[config.mk]
export PLATFORM = sky130hd
export DESIGN_NAME = tinyalu
export DESIGN_NICKNAME = d
export VERILOG_FILES = /design/src/rtl/tinyalu_pkg.sv /design/src/rtl/tinyalu_mult.sv /design/src/rtl/tinyalu.sv
export SDC_FILE = /design/constraint.sdc
export NUM_CORES = 1
export LEC_CHECK = 0
export BUFFER_PORTS_ARGS = -buffer_cell sky130_fd_sc_hd__buf_2
export CAP_MARGIN = 20
export CORE_MARGIN = 2
export CORE_UTILIZATION = 45
export DETAILED_ROUTE_END_ITERATION = 10
export PLACE_DENSITY = 0.7
export SYNTH_ARGS = -nofsm -noshare
export SYNTH_HDL_FRONTEND = slang
export SYNTH_SLANG_ARGS = --single-unit
[constraint.sdc]
create_clock -name clk -period 3 [get_ports clk]
set_clock_uncertainty 0.05 [all_clocks]
set_input_delay 0.45 -clock clk [delete_from_list [all_inputs] [get_ports clk]]
set_output_delay 0.45 -clock clk [all_outputs]
set_load 0.03 [all_outputs]
[src/rtl/tinyalu_pkg.sv]
// Shared types and constants for tinyalu, also used by the driver and scoreboard.
package tinyalu_pkg;

  localparam int MUL_LATENCY = 3;

  // Opcodes 5 and 6 are unnamed illegal values; rst_op is reserved for the bench.
  typedef enum logic [2:0] {
    no_op  = 3'd0,
    add_op = 3'd1,
    and_op = 3'd2,
    xor_op = 3'd3,
    mul_op = 3'd4,
    rst_op = 3'd7
  } opcode_t;

  typedef struct packed {
    logic [7:0] A;
    logic [7:0] B;
  } operandAB_T;

  typedef enum logic [1:0] {
    IDLE,
    MUL1,
    MUL2,
    MUL3
  } state_t;

endpackage

[src/rtl/tinyalu_mult.sv]
// Pipelined 8x8 unsigned multiplier: operand capture, partial products, final add.
// The final add is combinational here and registered by the consumer as stage three.
module tinyalu_mult (
  input  logic        clk,
  input  logic        reset,
  input  logic        valid_in,
  input  logic [7:0]  a,
  input  logic [7:0]  b,
  output logic        valid_out,
  output logic [15:0] product
);

  logic [7:0]  a_q;
  logic [7:0]  b_q;
  logic        v1_q;
  logic [11:0] pp_lo_q;
  logic [11:0] pp_hi_q;
  logic        v2_q;

  always_ff @(posedge clk) begin
    if (reset) begin
      a_q     <= 8'h00;
      b_q     <= 8'h00;
      v1_q    <= 1'b0;
      pp_lo_q <= 12'h000;
      pp_hi_q <= 12'h000;
      v2_q    <= 1'b0;
    end else begin
      v1_q <= valid_in;
      if (valid_in) begin
        a_q <= a;
        b_q <= b;
      end
      // Split B into nibbles so each stage only carries an 8x4 product.
      v2_q    <= v1_q;
      pp_lo_q <= {4'h0, a_q} * {8'h00, b_q[3:0]};
      pp_hi_q <= {4'h0, a_q} * {8'h00, b_q[7:4]};
    end
  end

  assign product   = {4'h0, pp_lo_q} + {pp_hi_q, 4'h0};
  assign valid_out = v2_q;

endmodule

[src/rtl/tinyalu.sv]
// tinyalu top: accept/lockout FSM, single-cycle ops and multiplier sequencing.
// Optional feature macro: TINYALU_ILLEGAL_OP_EN (adds the illegal port and completes opcodes 5-7).
module tinyalu
  import tinyalu_pkg::*;
(
  input  logic        clk,
  input  logic        reset,
  input  operandAB_T  operands,
  input  opcode_t     op,
  input  logic        start,
  output logic        done,
  output logic [15:0] result
`ifdef TINYALU_ILLEGAL_OP_EN
  ,
  output logic        illegal
`endif
);

  state_t      state;
  logic        accept;
  logic        mul_start;
  logic        mul_valid;
  logic [15:0] mul_product;
  logic        sc_done;
  logic [15:0] sc_result;
`ifdef TINYALU_ILLEGAL_OP_EN
  logic        sc_illegal;
`endif

  // The done term gives the one-cycle lockout for a start still held during done.
  assign accept    = (state == IDLE) && start && !done;
  assign mul_start = accept && (op == mul_op);

  tinyalu_mult u_mult (
    .clk       (clk),
    .reset     (reset),
    .valid_in  (mul_start),
    .a         (operands.A),
    .b         (operands.B),
    .valid_out (mul_valid),
    .product   (mul_product)
  );

  always_comb begin
    sc_done   = 1'b0;
    sc_result = 16'h0000;
`ifdef TINYALU_ILLEGAL_OP_EN
    sc_illegal = 1'b0;
`endif
    if (accept) begin
      case (op)
        add_op: begin
          sc_done   = 1'b1;
          sc_result = {7'b0, {1'b0, operands.A} + {1'b0, operands.B}};
        end
        and_op: begin
          sc_done   = 1'b1;
          sc_result = {8'h00, operands.A & operands.B};
        end
        xor_op: begin
          sc_done   = 1'b1;
          sc_result = {8'h00, operands.A ^ operands.B};
        end
`ifdef TINYALU_ILLEGAL_OP_EN
        no_op, mul_op: begin
        end
        default: begin
          sc_done    = 1'b1;
          sc_illegal = 1'b1;
        end
`else
        default: begin
        end
`endif
      endcase
    end
  end

  always_ff @(posedge clk) begin
    if (reset) begin
      state  <= IDLE;
      done   <= 1'b0;
      result <= 16'h0000;
`ifdef TINYALU_ILLEGAL_OP_EN
      illegal <= 1'b0;
`endif
    end else begin
      done <= 1'b0;
`ifdef TINYALU_ILLEGAL_OP_EN
      illegal <= 1'b0;
`endif
      case (state)
        IDLE: begin
          if (mul_start) begin
            state <= MUL1;
          end else if (sc_done) begin
            done   <= 1'b1;
            result <= sc_result;
`ifdef TINYALU_ILLEGAL_OP_EN
            illegal <= sc_illegal;
`endif
          end
        end
        MUL1: state <= MUL2;
        MUL2: begin
          state <= MUL3;
          if (mul_valid) begin
            done   <= 1'b1;
            result <= mul_product;
          end
        end
        MUL3: state <= IDLE;
        default: state <= IDLE;
      endcase
    end
  end

endmodule

==> out/results.env <==
ROUTED_WIRE_LENGTH_PER_INSTANCE_UM=14.56
WORSTSETUPPATHTYPE='reg -> reg'
WHS_PATH_DEPTH=3
CLOCK-SINKS=61
CRIT_PATH_ARRIVAL_TIME_PS=3120
PROPORTION_OF_LAYOUT_CELLS_WITH_A_DRIVE_SUFFIX_ABOVE_1_PCT=27.03
YOSYS.AREA.TOP_TYPE='sky130_fd_sc_hd__dfxtp_1'
FINALHOLDVIOLCOUNT=0
RSZ0062_AT_GRT='yes'
PEAKVDDDROP_uV=298.4
FINALSETUPTNS_PS=0
SETUP_VIOL=0
STD_CELL_ROWS=37
REG2REGPATHDEPTH=13
GRT_FIRST_PASS_WIRELENGTH_MM=19.60
ASYNC_FLOP_SHARE_PCT=0
FINALMAXSLEWVIOLATIONS=0
CP_MAX_FO=6
TIMING.CRITICAL_PATH.FROM_TYPE='register'
DESIGN.PORTCOUNT=39
MAXCAPVIOLCOUNT=0
FIN_CRIT_SH_PCT=97.16
FINALNETCOUNT=734
TRITONROUTE_PASS_1_ITERS=4
DRT_ITER0_MARKERS=146
R2R_SETUP_SLACK_PS=90
FIN_UTIL_PCT=56.41
DESIGN_POWER_TOTAL_uW=2051
POWER-PER-CELL-AREA_nW_PER_UM2=357.0
SYNTH-WARNING-COUNT=0
GRT.TOTAL_USAGE_PCT=21.77
PLACED_CELL_AREA_UM2=5214
TIMING.CRITICAL_PATH.REQUIRED_PS=3210
GRT_ANTENNA_BEFORE_REPAIR=0
SYNTH_FLOP_CELL='sky130_fd_sc_hd__dfxtp_1'
PER_INSTANCE_AVERAGE_AREA_AFTER_SYNTHESIS_UM2=8.353
CLOCKROOTBUFFER='sky130_fd_sc_hd__clkbuf_8'
SYN-NUM-NETS=656
VIA_PER_INST=5.224
FINALWIRELENGTH_MM=11.30
SYNTH.TOP_CELL.AREA_SHARE_PCT=26.20
SYN2LAYOUT_AREA_GROWTH_PCT=23.28
GRT_PASS1_VIAS=4160
CELLLEAKAGEPOWER_uW=0.002575
OUTCOME='complete, no violations'
CTS_HOLD_BUF=0
FLOORPLAN.CORE_AREA_UM2=10180
SYNTH-SEQ-AREA-SHARE_PCT=26.20
RR_STARTPOINT='u_mult.a_q[1]$_SDFFE_PP0P_'
ANT_NETS=0
PLACE_CONGESTION=0.8588
REGTOREGENDPOINT='u_mult.pp_hi_q[4]$_SDFF_PP0_'
COUNT_OF_FILL_CELLS_ADDED_DURING_FILLER_INSERTION=915
STARTING_UTILIZATION_OF_THE_CORE_AREA_PCT=45.76
GRT_OVERFLOW_TOTAL=0
HOLD_PATH_END='u_mult.b_q[2]$_SDFFE_PP0P_'
MOST-COMMON-LAYOUT-CELLS='sky130_fd_sc_hd__nand2_1, sky130_fd_sc_hd__dfxtp_1, sky130_fd_sc_hd__nor2_1, sky130_fd_sc_hd__buf_4, sky130_fd_sc_hd__inv_1'
DIE_AREA_UM2=11190
FLOORPLAN.DIE.WIDTH_UM=105.8
FINAL_INSTANCE_AREA_UM2=5746
SYN-INSTANCE-COUNT=558
DIE_HEIGHT_UM=105.8
HTREE_NUM_LEVELS=3
VIA_COUNT=4054
TRITONCTS.NUM_BUFFERS=9
REMAINING_DRC_ERRORS=0
TRITONCTS='yes'
CTS_BUFFER_DEPTH=2
WORST_HOLD_PATH_TYPE='in -> reg'
HPWL_MM=8.580
PORT-BUFFER-COUNT=38
MAX-SLEW-MARGIN-REL_PCT=63.39
SETUP_SLACK_PS=85.18
POST_SYNTH_MAIN_AREA_CONTRIBUTORS='sky130_fd_sc_hd__dfxtp_1, sky130_fd_sc_hd__ha_1, sky130_fd_sc_hd__fa_1'
END_KIND='register'
PRECTSSETUPSLACK_PS=-201.7
SYNTH.FF_LATCH_COUNT=61
ANTENNA-DIODE-COUNT=0
FINAL_COMMON_CELL='sky130_fd_sc_hd__nand2_1'
CLKSLEWWORSTSETUPHOLDPATHS_PS=70
FINAL.MIN_CLOCK_PERIOD_PS=2915
SYNTH_ENABLE_FLOP_CELLS=0
WORST_PIN_SLEW_PS=549.1
SYNTH_CELL_TYPE_COUNT=53
NETLIST_AREA_BEFORE_PLACEMENT_UM2=4661
CLK-INSERTION-DELAY-LATE_PS=330
MAXCLOCKFREQUENCY_MHz=343.1
MAXIMUM_NUMBER_OF_PINS_ON_ONE_NET_BEFORE_GLOBAL_ROUTE_REPAIR=26
HOLD_START='operands[2]'
[sequential cells by signal, indices dropped and copies added (netlist names)]
| name | count |
|---|---|
| done | 1 |
| state | 2 |
| u_mult.a_q | 8 |
| u_mult.pp_lo_q | 12 |
| u_mult.v1_q | 1 |
| u_mult.valid_out | 1 |
| result | 16 |
| u_mult.b_q | 8 |
| u_mult.pp_hi_q | 12 |
[area by class of cell]
class	instances	area (µm²)	area share (%)
Timing Repair Buffer	85	550.5	9.582
Sequential cell	61	1255	21.84
Clock buffer	11	131.4	2.287
Inverter	54	202.7	3.528
Clock inverter	4	26.28	0.4573
Tap cell	136	170.2	2.962
Multi-Input combinational cell	425	3410	59.34
[logic make-up (layout without fill, tap and decap cells)]
| logic type | Yosys count | count (layout) | synth area share [%] |
|---|---|---|---|
| muxes | 6 | 6 | 1.450 |
| adders and majority gates | 76 | 76 | 24.59 |
| AOI/OAI and AO/OA | 103 | 103 | 14.47 |
| buffers and inverters | 72 | 154 | 6.013 |
| xor gates and xnor gates | 24 | 24 | 4.510 |
| and+or+nand+nor | 216 | 216 | 22.77 |
| DFF | 61 | 61 | 26.20 |
[how the worst max path moves through the flow]
stage | endpoint | from | slack [ps] | cells after the start
floorplan | u_mult.pp_hi_q[10]$_SDFF_PP0_ | u_mult.a_q[1]$_SDFFE_PP0P_ | 50 | 12
global placement | u_mult.pp_lo_q[10]$_SDFF_PP0_ | u_mult.b_q[3]$_SDFFE_PP0P_ | -140 | 12
detailed placement | u_mult.pp_lo_q[10]$_SDFF_PP0_ | u_mult.a_q[2]$_SDFFE_PP0P_ | -200 | 12
CTS | u_mult.pp_lo_q[10]$_SDFF_PP0_ | u_mult.a_q[1]$_SDFFE_PP0P_ | -40 | 12
global route | u_mult.pp_hi_q[9]$_SDFF_PP0_ | u_mult.a_q[2]$_SDFFE_PP0P_ | -100 | 12
finish | u_mult.pp_hi_q[4]$_SDFF_PP0_ | u_mult.a_q[1]$_SDFFE_PP0P_ | 90 | 13
[metrics by stage]
step | hold slack [ps] | cells
finish | 314.8 | 776
global route | 322.0 | 776
CTS | 305.1 | 770
detailed placement | 377.4 | 748
global placement | 366.4 | 748
floorplan | 363.8 | 558
[cell usage after synthesis (6+ instances only)]
cell type,n
sky130_fd_sc_hd__a211oi_1,6
sky130_fd_sc_hd__o21ai_0,18
sky130_fd_sc_hd__nand2b_1,7
sky130_fd_sc_hd__nand3_1,10
sky130_fd_sc_hd__ha_1,50
sky130_fd_sc_hd__mux2_2,6
sky130_fd_sc_hd__nor2_1,46
sky130_fd_sc_hd__xor2_1,9
sky130_fd_sc_hd__and2_1,44
sky130_fd_sc_hd__dfxtp_1,61
sky130_fd_sc_hd__nor3_1,6
sky130_fd_sc_hd__nor2b_1,13
sky130_fd_sc_hd__nand2_1,74
sky130_fd_sc_hd__clkbuf_1,14
sky130_fd_sc_hd__xnor2_1,15
sky130_fd_sc_hd__a21oi_1,36
sky130_fd_sc_hd__fa_1,26
sky130_fd_sc_hd__inv_1,53
[where the power goes]
part,switching [µW],internal (µW)
logic,350,199
clock network,306,294
registers,37.5,866
[worst max-delay path, cell delays in order (launching register included)]
cell and delay [ps]:
sky130_fd_sc_hd__dfxtp_4 370, sky130_fd_sc_hd__and2_4 160, sky130_fd_sc_hd__fa_1 540, sky130_fd_sc_hd__inv_2 40, sky130_fd_sc_hd__fa_1 510, sky130_fd_sc_hd__inv_2 60, sky130_fd_sc_hd__ha_4 220, sky130_fd_sc_hd__nor2b_4 130
sky130_fd_sc_hd__buf_4 120, sky130_fd_sc_hd__buf_4 120, sky130_fd_sc_hd__buf_4 120, sky130_fd_sc_hd__buf_4 120, sky130_fd_sc_hd__buf_4 120, sky130_fd_sc_hd__nor3_1 150
[layer usage]
layer / track usage, % / vias to the layer above / share of wire [%]
met2: 38.43 / 84 / 50
li1: - / 2018 / -
met5: 0 / - / 0
met1: 27.46 / 1925 / 45
met3: 3.030 / 27 / 3.1
met4: 6.767 / 0 / 2.3
[timing repair]
action                                  CTS  global route
buffers inserted                          7             6
endpoints found under the setup margin    8            10
pin swaps                                17            36
resized for setup                        44            38
cloned                                    0             0
hold endpoints to repair                  0             0
(Power assumes the default switching activity.)
